**config.mk**
```make
export PLATFORM = sky130hd
export DESIGN_NAME = finder_scan
export DESIGN_NICKNAME = d
export VERILOG_FILES = /design/src/rtl/finder_scan.sv
export SDC_FILE = /design/constraint.sdc
export NUM_CORES = 2
export LEC_CHECK = 0
export CORE_ASPECT_RATIO = 1.2
export CORE_MARGIN = 4
export CORE_UTILIZATION = 35
export CTS_CLUSTER_SIZE = 14
export DETAILED_ROUTE_END_ITERATION = 10
export GPL_TIMING_DRIVEN = 0
export HOLD_SLACK_MARGIN = 0.12
export PLACE_DENSITY = 0.65
export SYNTH_ARGS = -nofsm -noshare
export SYNTH_HDL_FRONTEND = slang
export SYNTH_SLANG_ARGS = --single-unit
```
**constraint.sdc**
```tcl
create_clock -name clk_in -period 82 [get_ports clk_in]
set_input_delay 16.4 -clock clk_in [delete_from_list [all_inputs] [get_ports clk_in]]
set_output_delay 16.4 -clock clk_in [all_outputs]
set_load 0.05 [all_outputs]
```
**src/rtl/finder_scan.sv**
```systemverilog
// finder_scan: scans a 1-bit frame row-major and then column-major,
// run-length encodes every line and flags the centers of windows whose
// five runs (dark/light/dark/light/dark) match the 1:1:3:1:1 finder ratio.
// Build macro FINDER_HIT_COUNT_EN adds a saturating 16-bit hit_count output.
module finder_scan #(
  parameter int WIDTH  = 480,
  parameter int HEIGHT = 480
) (
  input  logic              clk_in,
  input  logic              rst_in,
  input  logic              start_in,
  output logic              rd_en_out,
  output logic [17:0]       addr_out,
  input  logic              pixel_in,
  output logic [WIDTH-1:0]  horz_patterns,
  output logic [HEIGHT-1:0] vert_patterns,
  output logic              patterns_valid,
  output logic              busy_out
`ifdef FINDER_HIT_COUNT_EN
  ,
  output logic [15:0]       hit_count
`endif
);

  localparam logic [8:0]  W_LEN    = 9'(WIDTH);
  localparam logic [8:0]  H_LEN    = 9'(HEIGHT);
  localparam logic [8:0]  W_LAST   = 9'(WIDTH - 1);
  localparam logic [8:0]  H_LAST   = 9'(HEIGHT - 1);
  localparam logic [17:0] ROW_STEP = 18'(WIDTH);
  localparam logic [8:0]  RUN_MAX  = 9'd511;

  typedef enum logic [2:0] {
    S_IDLE,
    S_HSCAN,
    S_VSCAN,
    S_DRAIN,
    S_DONE
  } state_t;

  // Read sequencer state. r_line is the outer index (row in HSCAN, column
  // in VSCAN) and r_pos the position of the current read within its line.
  state_t      r_state;
  logic [8:0]  r_line;
  logic [8:0]  r_pos;
  logic [17:0] r_addr;
  logic        r_rd_en;
  logic        r_drain;
  logic        r_valid;
  logic        r_busy;

  // Side pipeline: flags of each read, delayed to meet its returning pixel.
  logic        r_p1_vld, r_p1_vert, r_p1_last;
  logic [8:0]  r_p1_pos;
  logic        r_p2_vld, r_p2_vert, r_p2_last;
  logic [8:0]  r_p2_pos;

  // Per-line run state and the history window (index 0 = oldest run).
  logic        r_run_color;
  logic [8:0]  r_run_len;
  logic [4:0][8:0] r_hist;
  logic [2:0]  r_fill;

  logic [WIDTH-1:0]  r_horz;
  logic [HEIGHT-1:0] r_vert;

  logic w_accept;
  logic w_rd_last;

  assign w_accept  = (r_state == S_IDLE) && start_in;
  assign w_rd_last = (r_state == S_VSCAN) ? (r_pos == H_LAST) : (r_pos == W_LAST);

  // Scan sequencer: walks both passes, then drains the read pipeline.
  always_ff @(posedge clk_in or posedge rst_in) begin
    if (rst_in) begin
      r_state <= S_IDLE;
      r_line  <= '0;
      r_pos   <= '0;
      r_addr  <= '0;
      r_rd_en <= 1'b0;
      r_drain <= 1'b0;
      r_valid <= 1'b0;
      r_busy  <= 1'b0;
    end else begin
      case (r_state)
        S_IDLE: begin
          r_valid <= 1'b0;
          if (start_in) begin
            r_state <= S_HSCAN;
            r_line  <= '0;
            r_pos   <= '0;
            r_addr  <= '0;
            r_rd_en <= 1'b1;
            r_busy  <= 1'b1;
          end
        end
        S_HSCAN: begin
          if (r_pos == W_LAST) begin
            r_pos <= '0;
            if (r_line == H_LAST) begin
              // Straight into the column pass, no idle cycle between.
              r_state <= S_VSCAN;
              r_line  <= '0;
              r_addr  <= '0;
            end else begin
              r_line <= r_line + 9'd1;
              r_addr <= r_addr + 18'd1;
            end
          end else begin
            r_pos  <= r_pos + 9'd1;
            r_addr <= r_addr + 18'd1;
          end
        end
        S_VSCAN: begin
          if (r_pos == H_LAST) begin
            r_pos <= '0;
            if (r_line == W_LAST) begin
              r_state <= S_DRAIN;
              r_line  <= '0;
              r_addr  <= '0;
              r_rd_en <= 1'b0;
              r_drain <= 1'b0;
            end else begin
              r_line <= r_line + 9'd1;
              r_addr <= 18'(r_line) + 18'd1;
            end
          end else begin
            r_pos  <= r_pos + 9'd1;
            r_addr <= r_addr + ROW_STEP;
          end
        end
        S_DRAIN: begin
          if (r_drain) begin
            r_state <= S_DONE;
            r_valid <= 1'b1;
          end else begin
            r_drain <= 1'b1;
          end
        end
        S_DONE: begin
          r_state <= S_IDLE;
          r_valid <= 1'b0;
          r_busy  <= 1'b0;
        end
        default: begin
          r_state <= S_IDLE;
          r_rd_en <= 1'b0;
          r_valid <= 1'b0;
          r_busy  <= 1'b0;
        end
      endcase
    end
  end

  // Two-stage flag pipeline matching the frame buffer read latency.
  always_ff @(posedge clk_in or posedge rst_in) begin
    if (rst_in) begin
      r_p1_vld <= 1'b0; r_p1_vert <= 1'b0; r_p1_last <= 1'b0; r_p1_pos <= '0;
      r_p2_vld <= 1'b0; r_p2_vert <= 1'b0; r_p2_last <= 1'b0; r_p2_pos <= '0;
    end else if (w_accept) begin
      r_p1_vld <= 1'b0; r_p1_vert <= 1'b0; r_p1_last <= 1'b0; r_p1_pos <= '0;
      r_p2_vld <= 1'b0; r_p2_vert <= 1'b0; r_p2_last <= 1'b0; r_p2_pos <= '0;
    end else begin
      r_p1_vld  <= r_rd_en;
      r_p1_vert <= (r_state == S_VSCAN);
      r_p1_last <= w_rd_last;
      r_p1_pos  <= r_pos;
      r_p2_vld  <= r_p1_vld;
      r_p2_vert <= r_p1_vert;
      r_p2_last <= r_p1_last;
      r_p2_pos  <= r_p1_pos;
    end
  end

  function automatic logic [2:0] fill_inc(input logic [2:0] f);
    return (f == 3'd5) ? 3'd5 : f + 3'd1;
  endfunction

  logic            w_vld, w_first, w_chg, w_close_last;
  logic            w_test_a, w_test_b, w_test;
  logic [8:0]      w_inc_len, w_cur_len, w_e, w_line_len;
  logic [4:0][8:0] w_h0, w_h1, w_h2, w_win;
  logic [2:0]      w_f0, w_f1, w_f2, w_wfill;

  // Run encoder: up to two runs can close on one pixel (a color change on
  // the last pixel closes the old run and the new one-pixel run).
  always_comb begin
    w_vld        = r_p2_vld;
    w_first      = (r_p2_pos == 9'd0);
    w_line_len   = r_p2_vert ? H_LEN : W_LEN;
    w_chg        = w_vld && !w_first && (pixel_in != r_run_color);
    w_close_last = w_vld && r_p2_last;
    w_inc_len    = (r_run_len == RUN_MAX) ? RUN_MAX : r_run_len + 9'd1;
    w_cur_len    = (w_first || w_chg) ? 9'd1 : w_inc_len;

    w_h0 = w_first ? '0 : r_hist;
    w_f0 = w_first ? 3'd0 : r_fill;
    w_h1 = w_h0;
    w_f1 = w_f0;
    if (w_chg) begin
      w_h1 = {r_run_len, w_h0[4:1]};
      w_f1 = fill_inc(w_f0);
    end
    w_h2 = w_h1;
    w_f2 = w_f1;
    if (w_close_last) begin
      w_h2 = {w_cur_len, w_h1[4:1]};
      w_f2 = fill_inc(w_f1);
    end

    // Only one of the two closing runs can be dark; test the window it ends.
    w_test_a = w_chg && r_run_color;
    w_test_b = w_close_last && pixel_in;
    w_win    = w_test_a ? w_h1 : w_h2;
    w_wfill  = w_test_a ? w_f1 : w_f2;
    w_e      = w_test_a ? r_p2_pos : w_line_len;
    w_test   = (w_test_a || w_test_b) && (w_wfill == 3'd5);
  end

  logic [11:0]      w_sum;
  logic [15:0]      w_t1, w_t3, w_t9;
  logic [4:0][15:0] w_r14;
  logic [4:0]       w_ratio_ok;
  logic [12:0]      w_ctr;
  logic             w_hit;
  logic [WIDTH-1:0]  w_hset;
  logic [HEIGHT-1:0] w_vset;

  assign w_sum = 12'(w_win[0]) + 12'(w_win[1]) + 12'(w_win[2]) +
                 12'(w_win[3]) + 12'(w_win[4]);
  assign w_t1  = 16'(w_sum);
  assign w_t3  = w_t1 * 16'd3;
  assign w_t9  = w_t1 * 16'd9;

  genvar gi;
  generate
    for (gi = 0; gi < 5; gi++) begin : g_ratio
      assign w_r14[gi] = 16'(w_win[gi]) * 16'd14;
      if (gi == 2) begin : g_mid
        assign w_ratio_ok[gi] = (w_r14[gi] >= w_t3) && (w_r14[gi] <= w_t9);
      end else begin : g_side
        assign w_ratio_ok[gi] = (w_r14[gi] >= w_t1) && (w_r14[gi] <= w_t3);
      end
    end
  endgenerate

  // Center of the middle dark run; a wrapped (negative) value fails the bound.
  assign w_ctr = 13'(w_e) + 13'(w_win[2] >> 1) - 13'(w_win[4])
               - 13'(w_win[3]) - 13'(w_win[2]);
  assign w_hit = w_test && (w_sum >= 12'd7) && (&w_ratio_ok) &&
                 (w_ctr < 13'(w_line_len));

  generate
    for (gi = 0; gi < WIDTH; gi++) begin : g_hset
      assign w_hset[gi] = w_hit && !r_p2_vert && (w_ctr == 13'(gi));
    end
    for (gi = 0; gi < HEIGHT; gi++) begin : g_vset
      assign w_vset[gi] = w_hit && r_p2_vert && (w_ctr == 13'(gi));
    end
  endgenerate

  // Run state register, updated once per returning pixel.
  always_ff @(posedge clk_in or posedge rst_in) begin
    if (rst_in) begin
      r_run_color <= 1'b0;
      r_run_len   <= '0;
      r_hist      <= '0;
      r_fill      <= '0;
    end else if (w_accept) begin
      r_run_color <= 1'b0;
      r_run_len   <= '0;
      r_hist      <= '0;
      r_fill      <= '0;
    end else if (w_vld) begin
      r_run_color <= pixel_in;
      r_run_len   <= w_cur_len;
      r_hist      <= w_h2;
      r_fill      <= w_f2;
    end
  end

  // Pattern vectors: bits only accumulate during a scan, cleared on start.
  always_ff @(posedge clk_in or posedge rst_in) begin
    if (rst_in) begin
      r_horz <= '0;
      r_vert <= '0;
    end else if (w_accept) begin
      r_horz <= '0;
      r_vert <= '0;
    end else begin
      r_horz <= r_horz | w_hset;
      r_vert <= r_vert | w_vset;
    end
  end

`ifdef FINDER_HIT_COUNT_EN
  logic [15:0] r_hit_count;

  // Saturating count of finder hits over both passes.
  always_ff @(posedge clk_in or posedge rst_in) begin
    if (rst_in) begin
      r_hit_count <= '0;
    end else if (w_accept) begin
      r_hit_count <= '0;
    end else if (w_hit && (r_hit_count != 16'hFFFF)) begin
      r_hit_count <= r_hit_count + 16'd1;
    end
  end

  assign hit_count = r_hit_count;
`endif

  assign rd_en_out      = r_rd_en;
  assign addr_out       = r_addr;
  assign horz_patterns  = r_horz;
  assign vert_patterns  = r_vert;
  assign patterns_valid = r_valid;
  assign busy_out       = r_busy;

endmodule

```
### After elaboration in Yosys (flattened, before gate mapping)

Index checks and enable logic that the tools add are counted.
Widths: inputs -> output; s select.

* bits in registers: 1085
* input port bits: 4
* word-level logic and storage cells: 1621

* add/subtract/negate cells: 16
* multiply operators: 7
* $lt $le $gt $ge: 12
* eq/ne operators: 497
* multiplexer cells: 58
* bitwise logic cells: 5
* reductions and logical operators: 1000

Operator list (number)
* $eq 13x9->1 const B: 224
* $eq 13x8->1 const B: 128
* $logic_and 1x1->1: 977
* $mux 480: 2
* $or 480x480->480: 2
* $eq 13x7->1 const B: 64
* $eq 13x6->1 const B: 32
* $mux 45: 6
* $eq 13x5->1 const B: 16
* $eq 13x4->1 const B: 8
* $mux 9: 11
* $mux 18: 4
* $mul 9x3->12 const B: 5
* $le 13x14->1: 4
* $pmux 18 s3: 1
* $eq 13x3->1 const B: 4
* $ge 13x12->1: 4
* $mux 3: 14
* $pmux 9 s2: 2
* $add 9x1->9 const B: 3
* $eq 9x9->1 const B: 3
* $eq 13x2->1 const B: 2
* $add 18x1->18 const B: 1
* $add 18x9->18 const B: 1
* 43 further kinds: 77

### Logic depth before layout (Yosys ltp)

* depth after elaboration: 22
* mapped depth: 42

### Least setup slack after synthesis

No wires, ideal clock.

* kind: input-to-reg
* from: input pixel_in
* to: register r_horz[16], in the netlist horz_patterns[16]
* library setup time: 77 ps
* data arrival time: 25321 ps
* required time: 81923 ps
* path slack: 56603 ps
* stages: 37
* buffers on the path: 5
* cells stage by stage: xor2_2 nand2_1 nor3_1 clkbuf_1 clkbuf_1 a22oi_1 a31oi_1 fa_1 fa_1 inv_1 fa_1 inv_1 ha_1 xnor2_1 inv_1 ha_1 a21o_1 a21oi_1 nor2b_1 o32ai_1 a221oi_1 and3_1 nor3_1 xnor2_1 ha_1 a21o_1 a21o_1 a2111oi_0 a22oi_1 o2111a_1 a211o_1 nor4b_1 nand4_1 buf_2 buf_2 buf_2 o21ai_1

* cells in the longest elaborated chain, start to end: 19

Ends and longest elaborated chain
* start, declared: RTL line 14 `input logic pixel_in,`
* $ne 1x1->1: RTL line 190 `w_chg = w_vld && !w_first && (pixel_in != r_run_color);`
* $logic_and 1x1->1: RTL line 190
* $mux 45: RTL line 199 `if (w_chg) begin`
* $mux 45: RTL line 205 `if (w_close_last) begin`
* $mux 45: RTL line 213 `w_win = w_test_a ? w_h1 : w_h2;`
* $add 9x9->10: RTL line 228 `assign w_sum = 12'(w_win[0]) + 12'(w_win[1]) + 12'(w_win[2]) +`
* $add 10x9->11: RTL line 228
* $add 11x9->12: RTL line 228
* [... 2 more ...]
* $le 13x16->1, or another cell as far along: RTL line 239 `assign w_ratio_ok[gi] = (w_r14[gi] >= w_t3) && (w_r14[gi] <= w_t9);`
* $logic_and 1x1->1, on equally long branches: RTL line 239, 241
* $reduce_and 5->1: RTL line 249 `assign w_hit = w_test && (w_sum >= 12'd7) && (&w_ratio_ok) &&`
* $logic_and 1x1->1 (2 in a row): RTL line 249
* $logic_and 1x1->1: RTL line 254 `assign w_hset[gi] = w_hit && !r_p2_vert && (w_ctr == 13'(gi));`
* $logic_and 1x1->1 (*): RTL line 254
* $or 480x480->480 (*): RTL line 290 `r_horz <= r_horz | w_hset;`
* $mux 480 (*): RTL line 286 `end else if (w_accept) begin`
* end signal, assigned: RTL line 290
* end, declared: RTL line 63 `logic [WIDTH-1:0] r_horz;`

Every way passes the cells marked *; elsewhere a longest branch is shown, timed or not.
A chain may end at the register's enable or synchronous reset.

### Final worst setup path

* from: input pixel_in
* to: register r_horz[289], in the netlist horz_patterns[289]

Same word-level chain as after synthesis.

==> run summary <==
nets@finish: 7987
Synth Area per Inst: 8.68 µm²
met3 usage: 16.3%
GR Util All Layers: 42.5%
RSZ-0062 raised after global routing: no
Crit. Startpoint: pixel_in
reg-to-reg slack, setup: 66.43 ns
most frequently used flop master after synthesis: dfrtp_1
max incr delay on CP: 1.01 ns
Netlist Area Pre-Place: 0.0566 mm²
io pins: 985
CTS Hold Bufs: 0
antenna violations before repair: 31
Cells after Synth: 6517
Synth cell types: 76
fmax: 32.4 MHz
GPL Wtd Cong: 1.05
worst reg2reg endpoint: horz_patterns[289]
Max FO, Critical Path: 10
failing checks: max-capacitance violations, max-slew violations
PortBufs: 984
Top Usage Layer GRT: met2
crit end category: register
Synth area leaders: dfrtp_1 48%, nand2_1 7.9%, nand3_1 6.7%
setup violators final: 0
TritonCTS clock tree: done
post-synthesis async set-or-reset flop share: 100%
normalized max-slew margin: -4.31%
worst-case clock buffer depth: 3
endpoints failing hold: 0
Buf+Inv Stages, Crit Path: 8
Worst path most repeated cell: clkbuf_1
clock transition at the registers of the reported paths: 0.06 ns
top cell type by total area after synthesis: dfrtp_1
share of the synthesized area in the top cell type: 48.0%
Synthesized Nets: 6830
Worst-Margin Slew: 1.56 ns
min-delay worst type: reg -> reg
Worst EP required: 82.61 ns
CP top delay family: buffers and inverters
dpl hpwl: 298000 µm
register bit total from synthesis: 1085
post-CTS setup buffers: 0
Initial Util: 35.2%
critical path class: in -> reg
first-pass GRT wire length: 491000 µm
final period utilization: 37.6%
DR vias: 60300
Seq/Total Area, Yosys: 48.0%
outcome: finished, violations left
WL final: 369000 µm
CTS root buf: clkbuf_16
drt first pass iters: 6
crit path launch type: input port
share of cells above drive strength 1: 4.89%
vias in the first global route: 57100
min cycle time layout: 30.86 ns
Num CTS Buffers: 115
total grt overflow: 0
worst reg2reg path depth: 39
TritonCTS sink count: 1085
Final ANT Viol Nets: 0
area delta synth->final: 31.9%
DRC violations left: 0
EDFF count, synth: 0
Die Y: 448 µm
setup_tns: 0 ns
vias per cell: 6.08
Max Cap Viol: 2
reg2reg start: r_p2_pos[0]
pins over their slew limit: 5
Skew-Pair Late Insertion Delay: 0.80 ns
core box area: 0.161 mm²
grt met1 use: 48.7%
CTS H-tree depth: 3
largest net degree at the start of global routing: 126
Cell Rows: 161
WP depth: 37
Die Span X: 375 µm
Critical Path AT: 31.47 ns
GR met2 Demand/Resource: 63.4%
Critical Path Sink: horz_patterns[289]
post-CTS sizing: 0
initial DRC count: 7852
die area: 0.168 mm²
WL/cell: 37.2 µm
Critical Path Slowest Stage Cell: clkbuf_1
Worst Skew: 0.0631 ns
Yosys warnings: 0
-- layer usage --
metal / wire (µm) / vias up / share of wire (%)
met2: 157000 / 4140 / 43
met5: 75 / - / 0.020
met3: 45900 / 1196 / 12
li1: - / 25000 / -
met1: 127000 / 29900 / 34
met4: 38400 / 12 / 10
-- Yosys cell counts (33+ instances only) --
library cell     n
nand2_1       1195
dfrtp_1       1085
nand3_1        755
o21ai_0        645
clkbuf_1       454
o21ai_1        400
nor2_1         354
nand4_1        295
ha_1           220
inv_1          173
a21oi_1        165
fa_1            89
xnor2_1         64
buf_2           54
a21o_1          41
a22oi_1         41
nor2b_1         40
nor3_1          37
xor2_1          34
a211oi_1        33
-- state kept, by name, indices dropped and copies added, names as in the netlist, 3 cells and up --
signal / count
horz_patterns: 480
vert_patterns: 480
r_hist: 45
addr_out: 18
r_line: 9
r_p1_pos: 9
r_p2_pos: 9
r_pos: 9
r_run_len: 9
r_fill: 3
r_state: 3
-- metrics by stage --
stage | instances | cell area, µm² | hold slack [ns] | util, % | setup slack [ns]
2_1_floorplan | 6517 | 56600 | 0.439 | - | 35.05
3_3_place_gp | 9620 | 69100 | 0.445 | 43.0 | 20.82
3_5_place_dp | 9675 | 70400 | 0.446 | 43.9 | 50.82
4_1_cts | 9890 | 74500 | 0.482 | 46.4 | 51.64
5_1_grt | 9892 | 74500 | 0.496 | 46.4 | 50.97
6_report | 9906 | 74600 | 0.474 | 46.4 | 51.14
-- how the worst min path moves through the flow --
stage                start          end  slack [ns]  cells after the start
6_report       r_p1_pos[6]  r_p2_pos[6]        0.47                      1
5_1_grt        r_p1_pos[8]  r_p2_pos[8]        0.50                      1
4_1_cts        r_p1_pos[6]  r_p2_pos[6]        0.48                      1
3_5_place_dp   r_p1_pos[5]  r_p2_pos[5]        0.45                      1
3_3_place_gp   r_p1_pos[5]  r_p2_pos[5]        0.44                      1
2_1_floorplan    r_p1_last    r_p2_last        0.44                      1
-- kinds of logic (layout without fill, tap and decap cells) --
group,after synthesis,in the layout,synth area share [%]
AOI/OAI and AO/OA,1503,1503,14.8
and+or+nand+nor,2789,2789,22.4
muxes,25,25,0.449
DFF,1085,1085,48.0
buffers and inverters,706,1961,4.81
xor gates and xnor gates,99,99,1.55
other,0,15,0
adders and majority gates,310,310,8.04
-- layout make-up --
type / instances / area (µm²)
Buffer: 532 / 2070
Clock inverter: 49 / 651
Fill cell: 15600 / 86000
Antenna cell: 15 / 37.5
Timing Repair Buffer: 1040 / 11100
Tap cell: 2119 / 2650
Inverter: 174 / 661
Sequential cell: 1085 / 27200
Clock buffer: 166 / 3420
Multi-Input combinational cell: 4726 / 26800
-- cells in the final DEF, fill, tap and decap left out, types with 35 or more instances in the layout --
cell,n
nor2_2,43
fa_1,89
a21o_1,41
clkdlybuf4s50_1,984
xnor2_1,64
o21ai_0,643
nor2b_1,40
nand3_1,755
dfrtp_1,1085
inv_1,172
clkbuf_1,469
nor3_1,35
a22oi_1,41
a21oi_1,165
nand4_1,295
o21ai_1,401
nand2_1,1195
nor2_1,311
clkbuf_16,118
buf_2,54
ha_1,220
Power is not shown: default switching activity piles up to over one toggle a cycle in this logic, so the estimate is an artifact.
